==> src/rtl/cpuy_pkg.sv <==
// Shared types and constants for the cpuy 8-bit core.
package cpuy_pkg;

    // Default program-memory address width (and PC width).
    localparam int CPUY_ADDR_W = 8;

    // Opcode bit that marks a two-byte instruction (opcode followed by an operand byte).
    localparam int OPC_OPERAND_BIT = 7;

    // Fetch sequencer states.
    typedef enum logic [1:0] {
        BOOT      = 2'd0,
        FETCH_OP  = 2'd1,
        FETCH_ARG = 2'd2,
        ISSUE     = 2'd3
    } fetch_state_e;

endpackage

==> src/rtl/cpuy_fetch.sv <==
// Instruction fetch sequencer for the cpuy core: owns the PC, reads opcode and
// optional operand bytes over a req/ack handshake and hands complete
// instructions to the ucode decoder over valid/ready. Jump redirects are taken
// only when an instruction is transferred.
module cpuy_fetch
    import cpuy_pkg::*;
#(
    parameter int                ADDR_W   = CPUY_ADDR_W,
    parameter logic [ADDR_W-1:0] RESET_PC = '0
) (
    input  logic              clk,
    input  logic              rst,
    // program memory read port
    output logic [ADDR_W-1:0] mem_addr,
    output logic              mem_rd,
    input  logic [7:0]        mem_rdata,
    input  logic              mem_ack,
    // instruction out to the ucode decoder
    output logic [7:0]        opcode,
    output logic [7:0]        operand,
    output logic              instr_valid,
    input  logic              instr_ready,
    // redirect from execute
    input  logic              jump_en,
    input  logic [ADDR_W-1:0] jump_target,
    output logic [ADDR_W-1:0] pc
);

    localparam logic [ADDR_W-1:0] PC_INC = {{(ADDR_W-1){1'b0}}, 1'b1};

    fetch_state_e      state_q, state_d;
    logic [ADDR_W-1:0] pc_q, pc_d;
    logic [7:0]        opcode_q, opcode_d;
    logic [7:0]        operand_q, operand_d;
    logic              instr_valid_q, instr_valid_d;

    // Next-state, PC and instruction-register update for the fetch FSM.
    always_comb begin
        // NOTE: every variable gets a default before the case so no path leaves it unassigned (no latch).
        state_d   = state_q;
        pc_d      = pc_q;
        opcode_d  = opcode_q;
        operand_d = operand_q;

        unique case (state_q)
            BOOT: begin
                state_d = FETCH_OP;
            end
            FETCH_OP: begin
                if (mem_ack) begin
                    opcode_d  = mem_rdata;
                    operand_d = 8'h00;
                    pc_d      = pc_q + PC_INC;
                    state_d   = mem_rdata[OPC_OPERAND_BIT] ? FETCH_ARG : ISSUE;
                end
            end
            FETCH_ARG: begin
                if (mem_ack) begin
                    operand_d = mem_rdata;
                    pc_d      = pc_q + PC_INC;
                    state_d   = ISSUE;
                end
            end
            ISSUE: begin
                if (instr_ready) begin
                    if (jump_en) begin
                        pc_d = jump_target;
                    end
                    state_d = FETCH_OP;
                end
            end
            default: begin
                state_d = BOOT;
            end
        endcase

        instr_valid_d = (state_d == ISSUE);
    end

    // State, PC and instruction registers with synchronous reset.
    always_ff @(posedge clk) begin
        // NOTE: sequential state uses non-blocking assignments so every register samples pre-edge values.
        if (rst) begin
            state_q       <= BOOT;
            pc_q          <= RESET_PC;
            opcode_q      <= 8'h00;
            operand_q     <= 8'h00;
            instr_valid_q <= 1'b0;
        end else begin
            state_q       <= state_d;
            pc_q          <= pc_d;
            opcode_q      <= opcode_d;
            operand_q     <= operand_d;
            instr_valid_q <= instr_valid_d;
        end
    end

    // Memory request is decoded from state and PC only; no input reaches it combinationally.
    always_comb begin
        mem_rd   = (state_q == FETCH_OP) || (state_q == FETCH_ARG);
        mem_addr = pc_q;
    end

    assign opcode      = opcode_q;
    assign operand     = operand_q;
    assign instr_valid = instr_valid_q;
    assign pc          = pc_q;

endmodule

==> config.mk <==
export PLATFORM = sky130hd
export DESIGN_NAME = cpuy_fetch
export DESIGN_NICKNAME = d
export VERILOG_FILES = /design/src/rtl/cpuy_pkg.sv /design/src/rtl/cpuy_fetch.sv
export SDC_FILE = /design/constraint.sdc
export NUM_CORES = 1
export LEC_CHECK = 0
export BUFFER_PORTS_ARGS = -buffer_cell sky130_fd_sc_hd__buf_2
export CAP_MARGIN = 40
export CORE_UTILIZATION = 47
export DETAILED_ROUTE_END_ITERATION = 7
export MAX_ROUTING_LAYER = met4
export PLACE_DENSITY = 0.83
export SYNTH_ARGS = -nofsm -noshare
export SYNTH_HDL_FRONTEND = slang
export SYNTH_SLANG_ARGS = --single-unit
==> constraint.sdc <==
create_clock -name clk -period 1.95 [get_ports clk]
set_clock_uncertainty 0.2 [all_clocks]
set_input_delay 0.195 -clock clk [delete_from_list [all_inputs] [get_ports clk]]
set_output_delay 0.195 -clock clk [all_outputs]
set_load 0.03 [all_outputs]
== Yosys cells after proc, flatten, opt, wreduce, memory -nomap -nowiden ==
Cells that the tools add are included.

* Register bits: 27
* Latch bits: 0
* Bits in writable memories: 0
* Memory bits (read-only): 0
* Bits of input ports: 21
* Logic and storage cells: 35
* Memories kept: 0

* Add/sub/neg operators: 1
* Multiply operators: 0
* Divide/modulo/power cells: 0
* Magnitude comparators: 0
* Eq/ne operators: 9
* Shifts and indexed selects: 0
* Mux-type cells: 12
* Bitwise operators: 0
* Reduce and logical (&&, ||, !) cells: 8

{| class="wikitable"
|+ Operators with widths
! cell !! count
|-
| two-way mux 8 bit || 5
|-
| case mux 8 bit (2 select lines) || 2
|-
| adder 8 x 1 -> 8 bit, second input constant || 1
|-
| inequality test 2 bit, second input constant || 4
|-
| case mux 2 bit (4 select lines) || 1
|-
| equality test 2 bit, second input constant || 3
|-
| two-way mux 2 bit || 3
|-
| AND reduction 4 bit || 1
|-
| nonzero test 2 bit || 2
|-
| AND reduction 3 bit || 1
|-
| equality test 2 x 1 -> 1 bit, second input constant || 1
|-
| logical NOT 2 bit || 1
|-
| inequality test 2 x 1 -> 1 bit, second input constant || 1
|-
| AND reduction 2 bit || 1
|-
| OR reduction 2 bit || 1
|-
| logical OR 1 bit || 1
|-
| two-way mux 1 bit || 1
|}

== Logic depth before layout (Yosys ltp) ==
Gate-level depths: netlist of the first run.

* Depth after elaboration: 4
* Gate-level depth with buffers: 7
* Depth with buffers taken out: 6

== Worst setup path before layout of the first run ==
OpenSTA, ideal clock, no wires.

* Kind: reg-to-reg
* Start point: register state_q[0]
* End point: register pc_q[0] (netlist: mem_addr[0])
* Data arrival time: 1.614 ns
* Required time: 1.659 ns
* Path slack: 0.045 ns
* Cell stages (with the launch flop): 7
* Buffers on the path: 1
* Cells stage by stage: dfxtp_1 > inv_1 > ha_1 > mux2i_1 > a21oi_2 > buf_6 > a311oi_1

* Longest elaborated chain between the ends: 4
* Elaborated cells between the ends (all ways): 10
* Classes of those cells: 6 x eq/ne; 1 x mux; 3 x reduce/logical

{| class="wikitable"
|+ RTL lines
! item !! line !! source
|-
| from (decl) || cpuy_fetch.sv:31 || <nowiki>fetch_state_e state_q, state_d;</nowiki>
|-
| from (signal assigned) || cpuy_fetch.sv:90 || <nowiki>state_q <= state_d;</nowiki>
|-
| equality test 2 x 1 -> 1 bit or equality test 2 bit (tied branches) || cpuy_fetch.sv:45 || <nowiki>unique case (state_q)</nowiki>
|-
| OR reduction 2 bit (no line) || - ||
|-
| inequality test 2 x 1 -> 1 bit (no line) or nonzero test 2 bit (tied branches) || - ||
|-
| AND reduction 4 bit (no line) || - ||
|-
| to (signal assigned) || cpuy_fetch.sv:91 || <nowiki>pc_q <= pc_d;</nowiki>
|-
| to (decl) || cpuy_fetch.sv:32 || <nowiki>logic [ADDR_W-1:0] pc_q, pc_d;</nowiki>
|}

Parallel ways exist; a longest one is shown, timed or not.
A chain may end at the register's enable or synchronous reset.

== Final worst setup path of the first run ==
Ends and elaborated chain as after synthesis.

==> results.tsv, run 1 <==
stage	metric	value	unit
route	vias per cell	5.369	
pwr	power density over the cells	601.6	nW/µm²
synthesis	Unique masters post-synth	37	
worst_setup_path	class of the most critical setup path	reg2reg	
route	initial DRC count	48	
hold_path	hold depth	3	
worst_setup_path	r2r endpoint	mem_addr[0]	
sta	setup_tns	0	ns
synthesis	Area contributors post-synth	dfxtp_1 (40%), a21oi_1 (5.6%), ha_1 (5.6%)	
clock_tree	clk_lat worst skew	0.32	ns
place	count of buffers from port buffering	54	
sta	Tcrit/Tclk final	0.9437	
sta	Max Clk Rate	543.4	MHz
global_route	largest net degree at the start of global routing	29	
sta	slew margin rel.	0.6565	
worst_setup_path	crit path DAT	1.88	ns
global_route	GRT Residual Overflow	0	
global_route	number of global-route vias before repair	1267	
route	drt pass-1 iters	4	
finish	Final Util	0.6502	
synthesis	ranking of synthesized cells by instance count	dfxtp_1 (27), nand2_1 (17), a21oi_1 (15), nor2_1 (15), nand3_1 (11)	
worst_setup_path	reg2reg setup slack	0.11	ns
floorplan	IO Count	55	
finish	Nets	239	
worst_setup_path	Worst Setup Start Kind	flip-flop	
route	Vias	1294	
hold_path	hold_sp	jump_target[7]	
pwr	Clock Power Share	0.237	
sta	crit path time final	1.840	ns
route	WL/cell	13.60	µm
hold_path	worst hold endpoint	mem_addr[7]	
place	RD Place Congestion	0.8119	
synthesis	post-synthesis sequential area ratio	0.4037	
synthesis	Post-synth EDFFs	0	
synthesis	area leader, netlist	dfxtp_1	
synthesis	Post-Syn Nets	184	
sta	Slew Viols, Final	0	
pwr	Internal Pwr Total	0.7174	mW
synthesis	Ys Warns	0	
floorplan	Die Footprint	3066	µm²
worst_setup_path	worst reg2reg startpoint	state_q[0]	
finish	Layout area overhead	25.79	%
floorplan	Die Ht	55.37	µm
hold_path	Hold Crit Class	in2reg	
worst_setup_path	FF-to-FF path depth	7	
route	drt total wl	3278	µm
sta	final setup fails	0	
clock_tree	clock root buffer	clkbuf_4	
synthesis	post-synth top area share	0.4037	
floorplan	FP Rows	18	
place	post-DP HPWL	2246	µm
global_route	initial antenna violation count	0	
sta	RSZ-0062 raised after global routing	false	
pwr	total chip power	1.013	mW
sta	WHS	0.02433	ns
pwr	Worst VDD drop	0.4207	mV
pwr	share of total power in combinational logic	0.191	
synthesis	top-count cell post-synth	dfxtp_1	
clock_tree	CTS tree	done	
synthesis	post-synthesis register bit count	27	
global_route	first-pass GRT wire length	5506	µm
floorplan	Die W	55.37	µm
clock_tree	post-CTS setup buffer count	0	
synthesis	syn avg cell area	8.527	µm²
worst_setup_path	Critical Path RT	1.99	ns
pwr	sequential share of power	0.572	
pwr	switching pwr	0.2957	mW
pwr	Lkg Pwr	0.7456	nW
route	antenna-violating nets left	0	
floorplan	Initial Utilization	0.5169	
clock_tree	CTS buffer count	3	
run_status	status	completed	
synthesis	Cells after Synth	157	
route	# DRC	0	
floorplan	Core ar.	2590	µm²
worst_setup_path	crit path max fanout	12	
clock_tree	clock slew at reported path FFs	0.14	ns
clock_tree	H-tree levels	1	
synthesis	ys async rst share	0	
pwr	Switching Fraction	0.2919	
synthesis	Synth Flop Type	dfxtp_1	
sta	Final Hold Violating Endpoints	0	
finish	layout cells sized above 1	0.3318	
synthesis	Post-Syn Area	1339	µm²
global_route	gr usage total	0.2274	
clock_tree	CTS Sinks	27	
finish	ant diodes	0	
clock_tree	clk buf depth	2	
worst_setup_path	Critical Path Sink Type	flip-flop	
job	MaxCap Viol Count	0	
sta	Worst Tran Pin Value	0.5153	ns
[worst max-delay path, stage by stage, from the launching register on]
cell      delay, ns
dfxtp_4        0.40
inv_1          0.06
ha_1           0.32
mux2i_1        0.16
a21oi_2        0.12
buf_4          0.20
a21oi_1        0.08
a311oi_1       0.22
[final cells by class]
class	count	area [µm²]
clock buffers	3	22.52
clock inverters	1	5.005
fillers	210	905.9
inverters	3	11.26
multi-input cells	110	671.9
flip-flops and latches	27	545.5
well taps	30	37.54
repair buffers	67	390.4
[power by group through the flow]
stage / Combinational, mW / Clock [mW] / Sequential [mW]
2_1_floorplan: 0.0961 / 0 / 0.616
3_3_place_gp: 0.171 / 0 / 0.589
3_5_place_dp: 0.177 / 0 / 0.591
4_1_cts: 0.192 / 0.249 / 0.580
5_1_grt: 0.209 / 0.275 / 0.582
6_report: 0.194 / 0.240 / 0.579
[worst max path at each step]
stage               slack, ns  startpoint  depth (start not counted)           to
floorplan                0.04  state_q[0]                          6  mem_addr[0]
finish                   0.11  state_q[0]                          7  mem_addr[0]
global placement         0.17  state_q[0]                          7  mem_addr[0]
global route            0.006  state_q[0]                          7  mem_addr[0]
detailed placement       0.05  state_q[0]                          7  mem_addr[0]
CTS                      0.04  state_q[0]                          7  mem_addr[0]
[registers in the layout (all words and copies together) (netlist names)]
register     flops
operand          8
state_q          2
instr_valid      1
mem_addr         8
opcode           8
[layer usage]
| metal | vias to the layer above | wire length [µm] | global-route usage |
|---|---|---|---|
| met2 | 31 | 1618 | 0.3752 |
| met5 | - | 0 | - |
| met1 | 598 | 1463 | 0.2684 |
| li1 | 655 | - | - |
| met4 | 0 | 86 | 0.1179 |
| met3 | 10 | 110 | 0.03279 |
[through the flow]
stage	area, µm²	instances	setup WS (ns)
2_1_floorplan	1339	157	0.04484
3_3_place_gp	1562	228	0.1687
3_5_place_dp	1562	228	0.05222
4_1_cts	1679	241	0.03761
5_1_grt	1684	241	0.005796
6_report	1684	241	0.1099
[timing repair]
action                                  4_1_cts  5_1_grt
endpoints found under the setup margin        0        5
gates resized for setup                       0        3
hold buffers                                  9        0
endpoints found under the hold margin        17        0
[layout by cell type (no fill, tap or decap)]
cell and n:
nand2b_1 2, clkinv_2 1, o21a_1 1, nor2b_1 2, a22oi_1 8, nand2_2 1
clkbuf_4 3, buf_4 4, a311oi_1 1, o21ai_0 4, nor4b_1 1, and2_1 1
a21o_1 1, o2bb2a_1 1, a211oi_1 1, dlygate4sd3_1 9, or2b_1 2, a21oi_1 15
o32ai_1 1, dfxtp_2 1, inv_1 3, o31ai_1 4, o21bai_1 2, nand3_1 11
buf_2 54, nand2_1 17, a211oi_2 2, mux2i_1 2, nand4_1 1, a21oi_2 2
nor2_1 15, a22o_1 1, nor3_1 1, dfxtp_4 1, dfxtp_1 25, a31oi_1 2
nor4_1 1, ha_1 6, o21ai_2 1
[cell families after synthesis]
logic type | Yosys count | share of synthesized area
mux | 2 | 0.01495
flops | 27 | 0.4037
simple gates | 55 | 0.1897
compound gates | 47 | 0.2411
buf+inv | 20 | 0.09438
fa+ha+maj | 6 | 0.05607
Note: power is estimated with default switching activity, not from simulation.
==> run 2: changes to the inputs <==
CORE_ASPECT_RATIO = 2   (was default)
REMOVE_ABC_BUFFERS = 1   (was default)
==> results.tsv, run 2 (same netlist as run 1, synthesis figures left out) <==
stage	metric	value	unit	change
clock_tree	clk buf depth	2		unchanged
clock_tree	clock root buffer	clkbuf_8		
global_route	largest net degree at the start of global routing	29		unchanged
global_route	initial antenna violation count	0		unchanged
sta	Final Hold Violating Endpoints	0		unchanged
run_status	status	completed		
clock_tree	post-CTS setup buffer count	0		unchanged
finish	area taken by multi-input logic gates	671.9	µm²	unchanged
global_route	GRT Residual Overflow	0		unchanged
worst_setup_path	Critical Path Sink Type	flip-flop		
route	vias per cell	5.434		+1.2%
route	drt pass-1 iters	4		unchanged
sta	Tcrit/Tclk final	0.9292		-0.01443
clock_tree	CTS tree	done		
global_route	number of global-route vias before repair	1190		-6.1%
finish	post-route cell area	1718	µm²	+2.0%
sta	final setup fails	0		unchanged
floorplan	Die Ht	77.48	µm	+40%
place	RD Place Congestion	0.7249		-11%
sta	crit path time final	1.812	ns	-0.02814 ns
route	WL/cell	13.14	µm	-3.4%
clock_tree	H-tree levels	1		unchanged
finish	most frequent cells in the layout	buf_2 (54), dfxtp_1 (25), nand2_1 (17)		
finish	Nets	241		+0.84%
worst_setup_path	Worst Setup Start Kind	flip-flop		
sta	slew margin rel.	0.6458		-0.01069
finish	Layout area overhead	28.32	%	
finish	ant diodes	0		unchanged
route	Vias	1315		+1.6%
pwr	share of total power in combinational logic	0.180		-0.011
worst_setup_path	class of the most critical setup path	reg2reg		
pwr	switching pwr	0.3008	mW	+1.7%
pwr	power density over the cells	632.7	nW/µm²	+5.2%
floorplan	Core ar.	2736	µm²	+5.7%
floorplan	Initial Utilization	0.4893		-0.02765
pwr	Clock Power Share	0.286		+0.049
place	post-DP HPWL	2193	µm	-2.3%
hold_path	Hold Crit Class	in2reg		
clock_tree	CTS buffer count	3		unchanged
finish	fillers	250		+19%
finish	layout cells sized above 1	0.3380		+0.006275
worst_setup_path	crit-path cells	inv_1 > ha_1 > mux2i_1 > a21oi_2 > buf_6 > a21oi_1 > a311oi_1		
worst_setup_path	crit path max fanout	12		unchanged
place	count of buffers from port buffering	54		unchanged
global_route	gr usage total	0.2260		-0.001326
finish	Reg area	543.0	µm²	-0.46%
floorplan	IO Count	55		unchanged
clock_tree	clock slew at reported path FFs	0.09	ns	-0.05 ns
pwr	Worst VDD drop	0.4250	mV	+1.0%
route	# DRC	0		unchanged
clock_tree	CTS Sinks	27		unchanged
pwr	total chip power	1.087	mW	+7.3%
floorplan	FP Rows	27		+9
floorplan	Die W	39.74	µm	-28%
job	MaxCap Viol Count	0		unchanged
global_route	first-pass GRT wire length	4954	µm	-10%
worst_setup_path	WP buf/inv	2		unchanged
worst_setup_path	Crit-path slowest cell	dfxtp_2		
sta	Slew Viols, Final	0		unchanged
pwr	Lkg Pwr	0.7635	nW	+2.4%
worst_setup_path	Critical Path RT	1.93	ns	-0.06 ns
route	drt total wl	3179	µm	-3.0%
worst_setup_path	crit path DAT	1.79	ns	-0.09 ns
pwr	Internal Pwr Total	0.7860	mW	+9.6%
worst_setup_path	CP max stage delay	0.36	ns	-0.04 ns
route	initial DRC count	43		-10%
place	post-place instance area	1575	µm²	+0.88%
finish	most common cell after layout, fill and taps aside	buf_2		
route	antenna-violating nets left	0		unchanged
pwr	sequential share of power	0.534		-0.038
sta	Worst Tran Pin Value	0.5313	ns	+0.01603 ns
sta	RSZ-0062 raised after global routing	false		
floorplan	Die Footprint	3079	µm²	+0.43%
worst_setup_path	CP delay by family, top	compound AO/OA/AOI/OAI gates		
sta	WHS	0.07861	ns	+0.05428 ns
sta	Max Clk Rate	551.9	MHz	+1.6%
clock_tree	clk_lat worst skew	0.26	ns	-0.06 ns
pwr	Switching Fraction	0.2768		-0.01508
[run 2: changes by cell type in the layout (fill, tap and decap cells not counted)]
cell	delta
clkbuf_4	-3
clkbuf_8	+3
dfxtp_2	+1
buf_4	+1
buf_6	+1
dfxtp_4	-1
[run 2: area by class of cell]
type | instances | area share
clock inverters | 1 | 0.002913
multi-input cells | 110 | 0.3911
clock buffers | 3 | 0.02403
flip-flops and latches | 27 | 0.3161
inverters | 3 | 0.006555
repair buffers | 69 | 0.2382
well taps | 29 | 0.02112
[run 2: worst register-to-register path, stage by stage, from the launching register on]
cell      delay [ns]
dfxtp_2         0.36
inv_1           0.07
ha_1            0.31
mux2i_1         0.17
a21oi_2         0.15
buf_6           0.17
a21oi_1         0.07
a311oi_1        0.23
[run 2: path summary, 6_finish.rpt]
path                                      from     endpoint  slack [ns]  cells after the start
worst max register to register      state_q[1]  mem_addr[0]        0.14                      7
worst max-delay path                state_q[1]  mem_addr[0]        0.14                      7
worst min register to register       opcode[1]    opcode[1]        0.26                      2
worst min-delay path            jump_target[3]  mem_addr[3]        0.08                      5
[run 2: layer usage]
metal / vias up / GRT usage / routed length [µm]
met5: - / - / 0
met2: 61 / 0.4475 / 1794
met3: 2 / 0.02571 / 165
met4: 0 / 0.05172 / 10
li1: 662 / - / -
met1: 590 / 0.2000 / 1209
[run 2: repair_timing]
action	4_1_cts	5_1_grt
hold endpoints to repair	16	0
resized for setup	0	3
hold buffers	9	0
setup endpoints to repair	0	5
[run 2: per-stage QoR]
| stage | cells | setup TNS, ns | worst slack, ns | util |
|---|---|---|---|---|
| after global routing | 242 | 0 | 0.03209 | 0.6278 |
| after floorplan | 140 | -0.7391 | -0.1888 | - |
| after global placement | 229 | 0 | 0.1853 | 0.5757 |
| after CTS | 242 | 0 | 0.06996 | 0.6255 |
| final | 242 | 0 | 0.1380 | 0.6278 |
| after detailed placement | 229 | 0 | 0.09762 | 0.5757 |
[run 2: power by group through the flow]
| stage | Sequential, mW | Clock [mW] | Combinational, mW |
|---|---|---|---|
| 6_report | 0.580 | 0.311 | 0.195 |
| 5_1_grt | 0.583 | 0.347 | 0.214 |
| 4_1_cts | 0.580 | 0.329 | 0.193 |
| 3_5_place_dp | 0.592 | 0 | 0.179 |
| 3_3_place_gp | 0.592 | 0 | 0.175 |
| 2_1_floorplan | 0.624 | 0 | 0.0673 |
